File: src/rtl/user_wr_sched.sv
// Round-robin write scheduler: arbitrates N_ID request streams onto one write
// channel, issues the matching mux descriptor and tracks in-flight credits.
module user_wr_sched #(
  parameter int unsigned N_ID            = 4,
  parameter int unsigned LEN_BITS        = 28,
  parameter int unsigned VADDR_BITS      = 48,
  parameter int unsigned REQ_BITS        = LEN_BITS + VADDR_BITS,
  parameter int unsigned LEN_OFFS        = 0,
  parameter int unsigned DEST_BITS       = 4,
  parameter int unsigned MAX_OUTSTANDING = 8,
  localparam int unsigned N_ID_BITS      = (N_ID > 1) ? $clog2(N_ID) : 1,
  localparam int unsigned CRED_BITS      = $clog2(MAX_OUTSTANDING + 1)
) (
  input  logic                                aclk,
  input  logic                                aresetn,
  input  logic [N_ID-1:0]                     s_req_valid,
  output logic [N_ID-1:0]                     s_req_ready,
  input  logic [N_ID-1:0][REQ_BITS-1:0]       s_req_data,
  output logic                                m_req_valid,
  input  logic                                m_req_ready,
  output logic [REQ_BITS-1:0]                 m_req_data,
  output logic                                m_mux_valid,
  input  logic                                m_mux_ready,
  output logic [DEST_BITS+LEN_BITS-1:0]       m_mux_data,
  input  logic                                xfer_done,
  output logic [CRED_BITS-1:0]                outstanding,
  output logic                                err_underflow
);

  typedef enum logic {ST_IDLE, ST_ISSUE} state_t;

  state_t                r_state;
  state_t                w_state_nxt;
  logic [N_ID_BITS-1:0]  r_last;
  logic [REQ_BITS-1:0]   r_req;
  logic [DEST_BITS-1:0]  r_dest;
  logic [LEN_BITS-1:0]   r_len;
  logic                  r_req_sent;
  logic                  r_mux_sent;
  logic [CRED_BITS-1:0]  r_outstanding;
  logic                  r_err;

  logic [N_ID_BITS-1:0]  w_winner;
  logic [N_ID_BITS-1:0]  w_idx;
  logic                  w_any;
  logic [LEN_BITS-1:0]   w_len;
  logic                  w_cred_ok;
  logic                  w_grant;
  logic                  w_req_hs;
  logic                  w_mux_hs;

  // Round-robin search starting just after the last granted index
  always_comb begin
    w_any    = 1'b0;
    w_winner = r_last;
    w_idx    = '0;
    for (int unsigned k = 1; k <= N_ID; k++) begin
      w_idx = N_ID_BITS'((32'(r_last) + k) % N_ID);
      if (!w_any && s_req_valid[w_idx]) begin
        w_any    = 1'b1;
        w_winner = w_idx;
      end
    end
  end

  assign w_len     = s_req_data[w_winner][LEN_OFFS +: LEN_BITS];
  assign w_cred_ok = (r_outstanding < CRED_BITS'(MAX_OUTSTANDING));
  assign w_grant   = (r_state == ST_IDLE) && w_any && w_cred_ok;

  // Ready is held low while in reset so no handshake can be seen upstream
  always_comb begin
    s_req_ready = '0;
    for (int unsigned i = 0; i < N_ID; i++) begin
      s_req_ready[i] = aresetn && w_grant && (w_winner == N_ID_BITS'(i));
    end
  end

  assign m_req_valid = (r_state == ST_ISSUE) && !r_req_sent;
  assign m_mux_valid = (r_state == ST_ISSUE) && !r_mux_sent;
  assign m_req_data  = r_req;
  assign m_mux_data  = {r_len, r_dest};
  assign w_req_hs    = m_req_valid && m_req_ready;
  assign w_mux_hs    = m_mux_valid && m_mux_ready;

  assign outstanding   = r_outstanding;
  assign err_underflow = r_err;

  // State register
  always_ff @(posedge aclk or negedge aresetn) begin
    if (!aresetn) r_state <= ST_IDLE;
    else          r_state <= w_state_nxt;
  end

  // Next-state logic; zero-length requests are consumed without leaving idle
  always_comb begin
    w_state_nxt = r_state;
    case (r_state)
      ST_IDLE: begin
        if (w_grant && (w_len != '0)) w_state_nxt = ST_ISSUE;
      end
      ST_ISSUE: begin
        if ((r_req_sent || w_req_hs) && (r_mux_sent || w_mux_hs)) w_state_nxt = ST_IDLE;
      end
      default: w_state_nxt = ST_IDLE;
    endcase
  end

  // Latched request, descriptor and per-output sent flags
  always_ff @(posedge aclk or negedge aresetn) begin
    if (!aresetn) begin
      r_last     <= N_ID_BITS'(N_ID - 1);
      r_req      <= '0;
      r_dest     <= '0;
      r_len      <= '0;
      r_req_sent <= 1'b0;
      r_mux_sent <= 1'b0;
    end else begin
      if (w_grant) begin
        r_req      <= s_req_data[w_winner];
        r_dest     <= DEST_BITS'(w_winner);
        r_len      <= w_len;
        r_last     <= w_winner;
        r_req_sent <= 1'b0;
        r_mux_sent <= 1'b0;
      end else begin
        if (w_req_hs) r_req_sent <= 1'b1;
        if (w_mux_hs) r_mux_sent <= 1'b1;
      end
    end
  end

  // Credit counter: descriptor issue adds, transfer completion removes
  always_ff @(posedge aclk or negedge aresetn) begin
    if (!aresetn) begin
      r_outstanding <= '0;
      r_err         <= 1'b0;
    end else begin
      case ({w_mux_hs, xfer_done})
        2'b10:   r_outstanding <= r_outstanding + CRED_BITS'(1);
        2'b01:   if (r_outstanding != '0) r_outstanding <= r_outstanding - CRED_BITS'(1);
        default: r_outstanding <= r_outstanding;
      endcase
      if (xfer_done && (r_outstanding == '0)) r_err <= 1'b1;
    end
  end

endmodule
File: config.mk
export PLATFORM = sky130hd
export DESIGN_NAME = user_wr_sched
export DESIGN_NICKNAME = d
export VERILOG_FILES = /design/src/rtl/user_wr_sched.sv
export SDC_FILE = /design/constraint.sdc
export NUM_CORES = 1
export LEC_CHECK = 0
export CAP_MARGIN = 20
export CORE_AREA = 2 2 169 171
export CTS_BUF_LIST = sky130_fd_sc_hd__clkbuf_16
export CTS_CLUSTER_SIZE = 10
export DETAILED_ROUTE_END_ITERATION = 7
export DIE_AREA = 0 0 171 173
export GPL_ROUTABILITY_DRIVEN = 0
export HOLD_SLACK_MARGIN = 0.15
export SLEW_MARGIN = 20
export SYNTH_ARGS = -nofsm -noshare
export SYNTH_HDL_FRONTEND = slang
export SYNTH_SLANG_ARGS = --single-unit
File: constraint.sdc
create_clock -name aclk -period 2.6 [get_ports aclk]
set_clock_uncertainty 0.05 [all_clocks]
set_input_delay 0.65 -clock aclk [delete_from_list [all_inputs] [get_ports aclk]]
set_output_delay 0.65 -clock aclk [all_outputs]
set_load 0.05 [all_outputs]
# Yosys cells after proc, flatten, opt, wreduce, memory -nomap -nowiden
# Cells that the tools add are included.
# word_totals
mem_bits_rw	0
wordCells	87
mem_count	0
in_bits	313
output_inout_bits	119
romBits	0
latchBits	0
reg_bits	116
# op_classes
div	0
n_bitwise	1
eq_ne	6
shifts	0
muxes	27
reduce_logical	32
mul	0
n_lt_le_gt_ge	6
add_sub_neg	6
# ops
operator	count
binary-select mux 76 bit (select 2 bit)	1
2-to-1 mux 76 bit	1
nonzero test 28 bit	1
logical AND 1 bit	17
less-than comparator 2 x 3 -> 1 bit, second input constant	5
2-to-1 mux 1 bit	14
binary-select mux 1 bit (select 2 bit)	4
2-to-1 mux 2 bit	4
one-hot mux 4 bit (2 select lines)	1
equality test 2 bit, second input constant	3
nonzero test 2 bit	3
zero test 1 bit	5
adder 2 x 1 -> 2 bit, second input constant	2
adder 2 bit, second input constant	2
adder 4 x 1 -> 4 bit, second input constant	1
equality test 2 x 1 -> 1 bit, second input constant	2
zero test 4 bit	1
less-than comparator 4 bit, second input constant	1
2-to-1 mux 4 bit	1
nonzero test 4 bit	1
subtractor 4 x 1 -> 4 bit, second input constant	1
zero test 2 bit	1
logical OR 1 bit	2
!= test 2 bit, second input constant	1
other kinds (3)	3

# Depth between registers and ports, before layout
# logic_depth
depth_word	19
ltp_mapped	12
ltp_nobuf	11

# Worst setup path before layout
# Ideal clock, no wire load.
# synth_path
path_kind	in2out
start	input s_req_valid[3]
end	output s_req_ready[2]
arrival_ps	3027
path_stages	7
required_time_ps	1900
setup_slack_ps	-1127
n_path_buf	3
path_cell_list	nor2b_1 a21o_1 a221oi_4 buf_6 buf_2 buf_2 nor3b_1
# synth_via
elab_chain_len	16
elab_cells_between_ends	27
classes_between	1 x eq/ne; 16 x mux; 10 x reduce/logical
# synth_rtl
element	line	source
from (decl)	16	input logic [N_ID-1:0] s_req_valid,
binary-select mux 1 bit (select 2 bit)	59	if (!w_any && s_req_valid[w_idx]) begin
2-to-1 mux 1 bit (implied by the code)	59	
2-to-1 mux 1 bit	59	
zero test 1 bit	59	
logical AND 1 bit	59	
2-to-1 mux 1 bit	59	
zero test 1 bit	59	
logical AND 1 bit	59	
2-to-1 mux 1 bit	59	
zero test 1 bit	59	
logical AND 1 bit	59	
2-to-1 mux 1 bit	59	
logical AND 1 bit (2 in series)	68	assign w_grant = (r_state == ST_IDLE) && w_any && w_cred_ok;
logical AND 1 bit	74	s_req_ready[i] = aresetn && w_grant && (w_winner == N_ID_BITS'(i));
logical AND 1 bit (*)	74	
to (decl)	17	output logic [N_ID-1:0] s_req_ready,
# Every way passes the cells marked *; elsewhere a longest branch is shown, timed or not. The select of a mux whose other input is x is not followed.

# Worst setup path in the final report
# layout_path
start	register r_last[0]
end	output s_req_ready[1]
# layout_via
elab_chain_len	17
elab_cells_between_ends	31
classes_between	4 x add/sub; 1 x eq/ne; 16 x mux; 10 x reduce/logical
# layout_rtl
element	line	source
from (decl)	34	logic [N_ID_BITS-1:0] r_last;
from (signal assigned)	111	r_last <= N_ID_BITS'(N_ID - 1);
from (signal assigned)	122	r_last <= w_winner;
adder 2 x 1 -> 2 bit	58	w_idx = N_ID_BITS'((32'(r_last) + k) % N_ID);
binary-select mux 1 bit (select 2 bit)	59	
2-to-1 mux 1 bit (implied by the code)	59	
2-to-1 mux 1 bit	59	
zero test 1 bit	59	
logical AND 1 bit	59	
2-to-1 mux 1 bit	59	
zero test 1 bit	59	
logical AND 1 bit	59	
2-to-1 mux 1 bit	59	
zero test 1 bit	59	
logical AND 1 bit	59	
2-to-1 mux 1 bit	59	
logical AND 1 bit (2 in series)	68	
logical AND 1 bit	74	
logical AND 1 bit (*)	74	
# Marks and branches as above.

==> run metrics <==
Final nets=approximately 1,600; Die Height=approximately 170 µm; Data arrival, critical path=2000 ps; Num CTS Buffers=9; LEAKAGE=5.06 nW; # H-tree levels=3; mapped cell area=~6100 µm²; residual DRC count=0; worst hold margin=between 200 and 250 ps; vias in the first global route=7,187; DR vias/cell=roughly 4.3; CP startpoint=r_last[0]; PnR Total Power=14.6 mW; Root Driver=clkbuf_16; failing checks=setup timing; Clk pin slew, worst setup/hold paths=around 70 ps; Critical R2R Launch=r_last[0]; clock share of power=8.6%; reg2reg end=r_state; Critical Path End Type=output port; fmax=0.370 GHz; routed vias=7,129; initial antenna violation count=5; PortBufs=429; YS warnings=0; fin worst setup slack=-102 ps; endpoints failing hold=0; Primary FF master, synth=dfrtp_1; HP Class=input port to asynchronous set/reset pin; max-slew violations=0; sw frac=a little over half; largest net degree at the start of global routing=between 70 and 80; Post-synth EDFFs=0; relative slew slack=60.9%; R2R setup slack=-70 ps; Pint=~6.8 mW; Die X=~170 µm; die area=~30,000 µm²; non-filler cells, final=1,647; Clk Latency, worst-skew pair=around 340 ps; final setup fails=5; pwr dens=around 1300 nW/µm²; antenna-violating nets left=0; WS Path Type=flip-flop to output port; maximum vdd drop=approximately 0.76 mV; Sequential Power Share=between 10% and 20%; Initial Util=between 20% and 30%; Worst setup SP type=flip-flop; fin crit share=104%; Psw=7.85 mW; sequential area share after synthesis=35.9%; status=complete, but fails checks; Tmin final=2700 ps; first-pass GRT wire length=between 40,000 and 50,000 µm; post-DP HPWL=between 20,000 and 25,000 µm; DR pass1 iterations=4; Fin Setup TNS=-433 ps; #FFs+latches synth=88; core outline area=approximately 28,000 µm²; Cells after Synth=850; syn_area_per_cell=7.23 µm²; total grt overflow=0; RSZ-0062 raised after global routing=true; num ports=around 430; drt wl/cell=between 15 and 20 µm; # rows=between 60 and 70; CTS Sinks=88; Area growth syn-to-layout=84.3%; worst slew pin tran=around 600 ps; deepest clock path buffer count=2; share of cells above drive strength 1=roughly 8.5%; maxcap violations=0; Overall Global Routing Usage=17.7%; reg2reg path depth=10; Worst EP required=1900 ps; part of the power in combinational logic=about three quarters; placed insts=around 1,600; Iteration-0 DRC Markers=between 200 and 300; fraction of registers with async set or reset after synthesis=100%; CP max FO=6; Synth cell types=39; CTS tree=done; WL final=27,200 µm; Setup crit end=s_req_ready[1]
==> per-stage QoR <==
| stage | cell area (µm²) | worst slack [ps] | utilization [%] |
|---|---|---|---|
| after floorplan | 6200 | -329 | - |
| after global placement | 11000 | -582 | 39.7 |
| after detailed placement | 11000 | -660 | 39.7 |
| after CTS | 11300 | -134 | 40.9 |
| after global routing | 11300 | -213 | 41.0 |
| final | 11300 | -102 | 41.0 |
==> cell families (layout without fill, tap and decap cells) <==
family / count (synthesis) / count (layout) / share of synthesized area (%)
simple gates: 450 / 450 / 29.5
buf+inv: 94 / 507 / 9.06
mux: 78 / 78 / 12.9
fa+ha+maj: 3 / 3 / 0.733
xor+xnor: 2 / 2 / 0.285
other cells: 1 / 7 / 0.0610
flops: 88 / 88 / 35.9
compound gates: 134 / 134 / 11.6
==> how the worst min path moves through the flow <==
stage / start / end / slack, ps / depth (start not counted)
floorplan: aresetn / err_underflow / 300 / 0
global placement: m_req_data[56] / m_req_data[56] / 410 / 2
detailed placement: m_req_data[35] / m_req_data[35] / 420 / 2
CTS: aresetn / m_req_data[30] / 250 / 2
global route: aresetn / m_req_data[31] / 260 / 2
finish: aresetn / r_dest[0] / 250 / 2
==> Yosys cell counts, types with 6 or more instances <==
cell type | count | area [µm²]
mux2_2 | 7 | 78.8
a21oi_1 | 10 | 50.1
nand2_1 | 363 | 1360
o21ai_0 | 107 | 536
nor4_1 | 6 | 37.5
buf_4 | 38 | 285
clkbuf_1 | 31 | 116
buf_2 | 16 | 80.1
nor2_1 | 14 | 52.6
mux2i_1 | 68 | 681
nand3_1 | 50 | 250
dfrtp_1 | 86 | 2150
o21ai_1 | 7 | 35.0
==> cell usage in the layout (no fill, tap or decap), drive strengths merged, types with 2 or more instances in the layout <==
| cell | instances |
|---|---|
| inv | 6 |
| nor4 | 6 |
| nor2b | 3 |
| nor3 | 4 |
| mux2 | 10 |
| clkinv | 4 |
| nand2b | 2 |
| diode | 5 |
| clkbuf | 10 |
| a21oi | 10 |
| a21o | 4 |
| conb | 2 |
| ha | 2 |
| dfstp | 2 |
| nand3 | 50 |
| nor2 | 14 |
| dfrtp | 86 |
| o21ai | 114 |
| mux2i | 68 |
| nand2 | 363 |
| nand4 | 2 |
| buf | 67 |
| clkdlybuf4s50 | 418 |
| and4 | 2 |
==> critical path, cell delays in order, from the launching register on <==
cell      delay [ps]
dfstp_2          570
nor2b_4           50
a21o_1           180
a221oi_4         320
buf_12           150
buf_4            110
buf_12           100
nor3_4            30
buf_6            150
==> registers in the layout, summed over array words and instances (netlist names) <==
name / flops
m_req_data: 76
outstanding: 4
r_dest: 2
r_last: 2
err_underflow: 1
r_mux_sent: 1
r_req_sent: 1
r_state: 1
==> layer usage <==
layer / GRT usage (%) / routed length, µm
met5: 0 / 0
met2: 31.8 / 13300
met4: 6.32 / 812
met3: 6.00 / 2550
met1: 19.1 / 10500
==> power by group through the flow <==
stage                     sequential [mW]  clock, mW  combinational [mW]
final                                2.61       1.26                10.8
after detailed placement             2.63          0                10.7
after CTS                            2.62       1.32                10.8
after floorplan                      4.75          0                4.98
after global placement               2.60          0                10.7
after global routing                 2.71       1.36                11.6
==> cell type report <==
| class | instances | area (µm²) |
|---|---|---|
| fillers | 2874 | 16300 |
| repair buffers | 487 | 4850 |
| multi-input cells | 669 | 3500 |
| flip-flops and latches | 88 | 2200 |
| well taps | 378 | 473 |
| clock buffers | 9 | 225 |
| clock inverters | 7 | 46.3 |
| inverters | 4 | 15.0 |
| diodes | 5 | 12.5 |
==> what timing repair did <==
action                     4_1_cts  5_1_grt
cloned                           0        0
hold buffers                     0        0
gates resized for setup         20        6
setup endpoints to repair        5        5
setup buffers                    3        2
pin swaps                        2        3
Note: power is estimated with default switching activity, not from simulation.
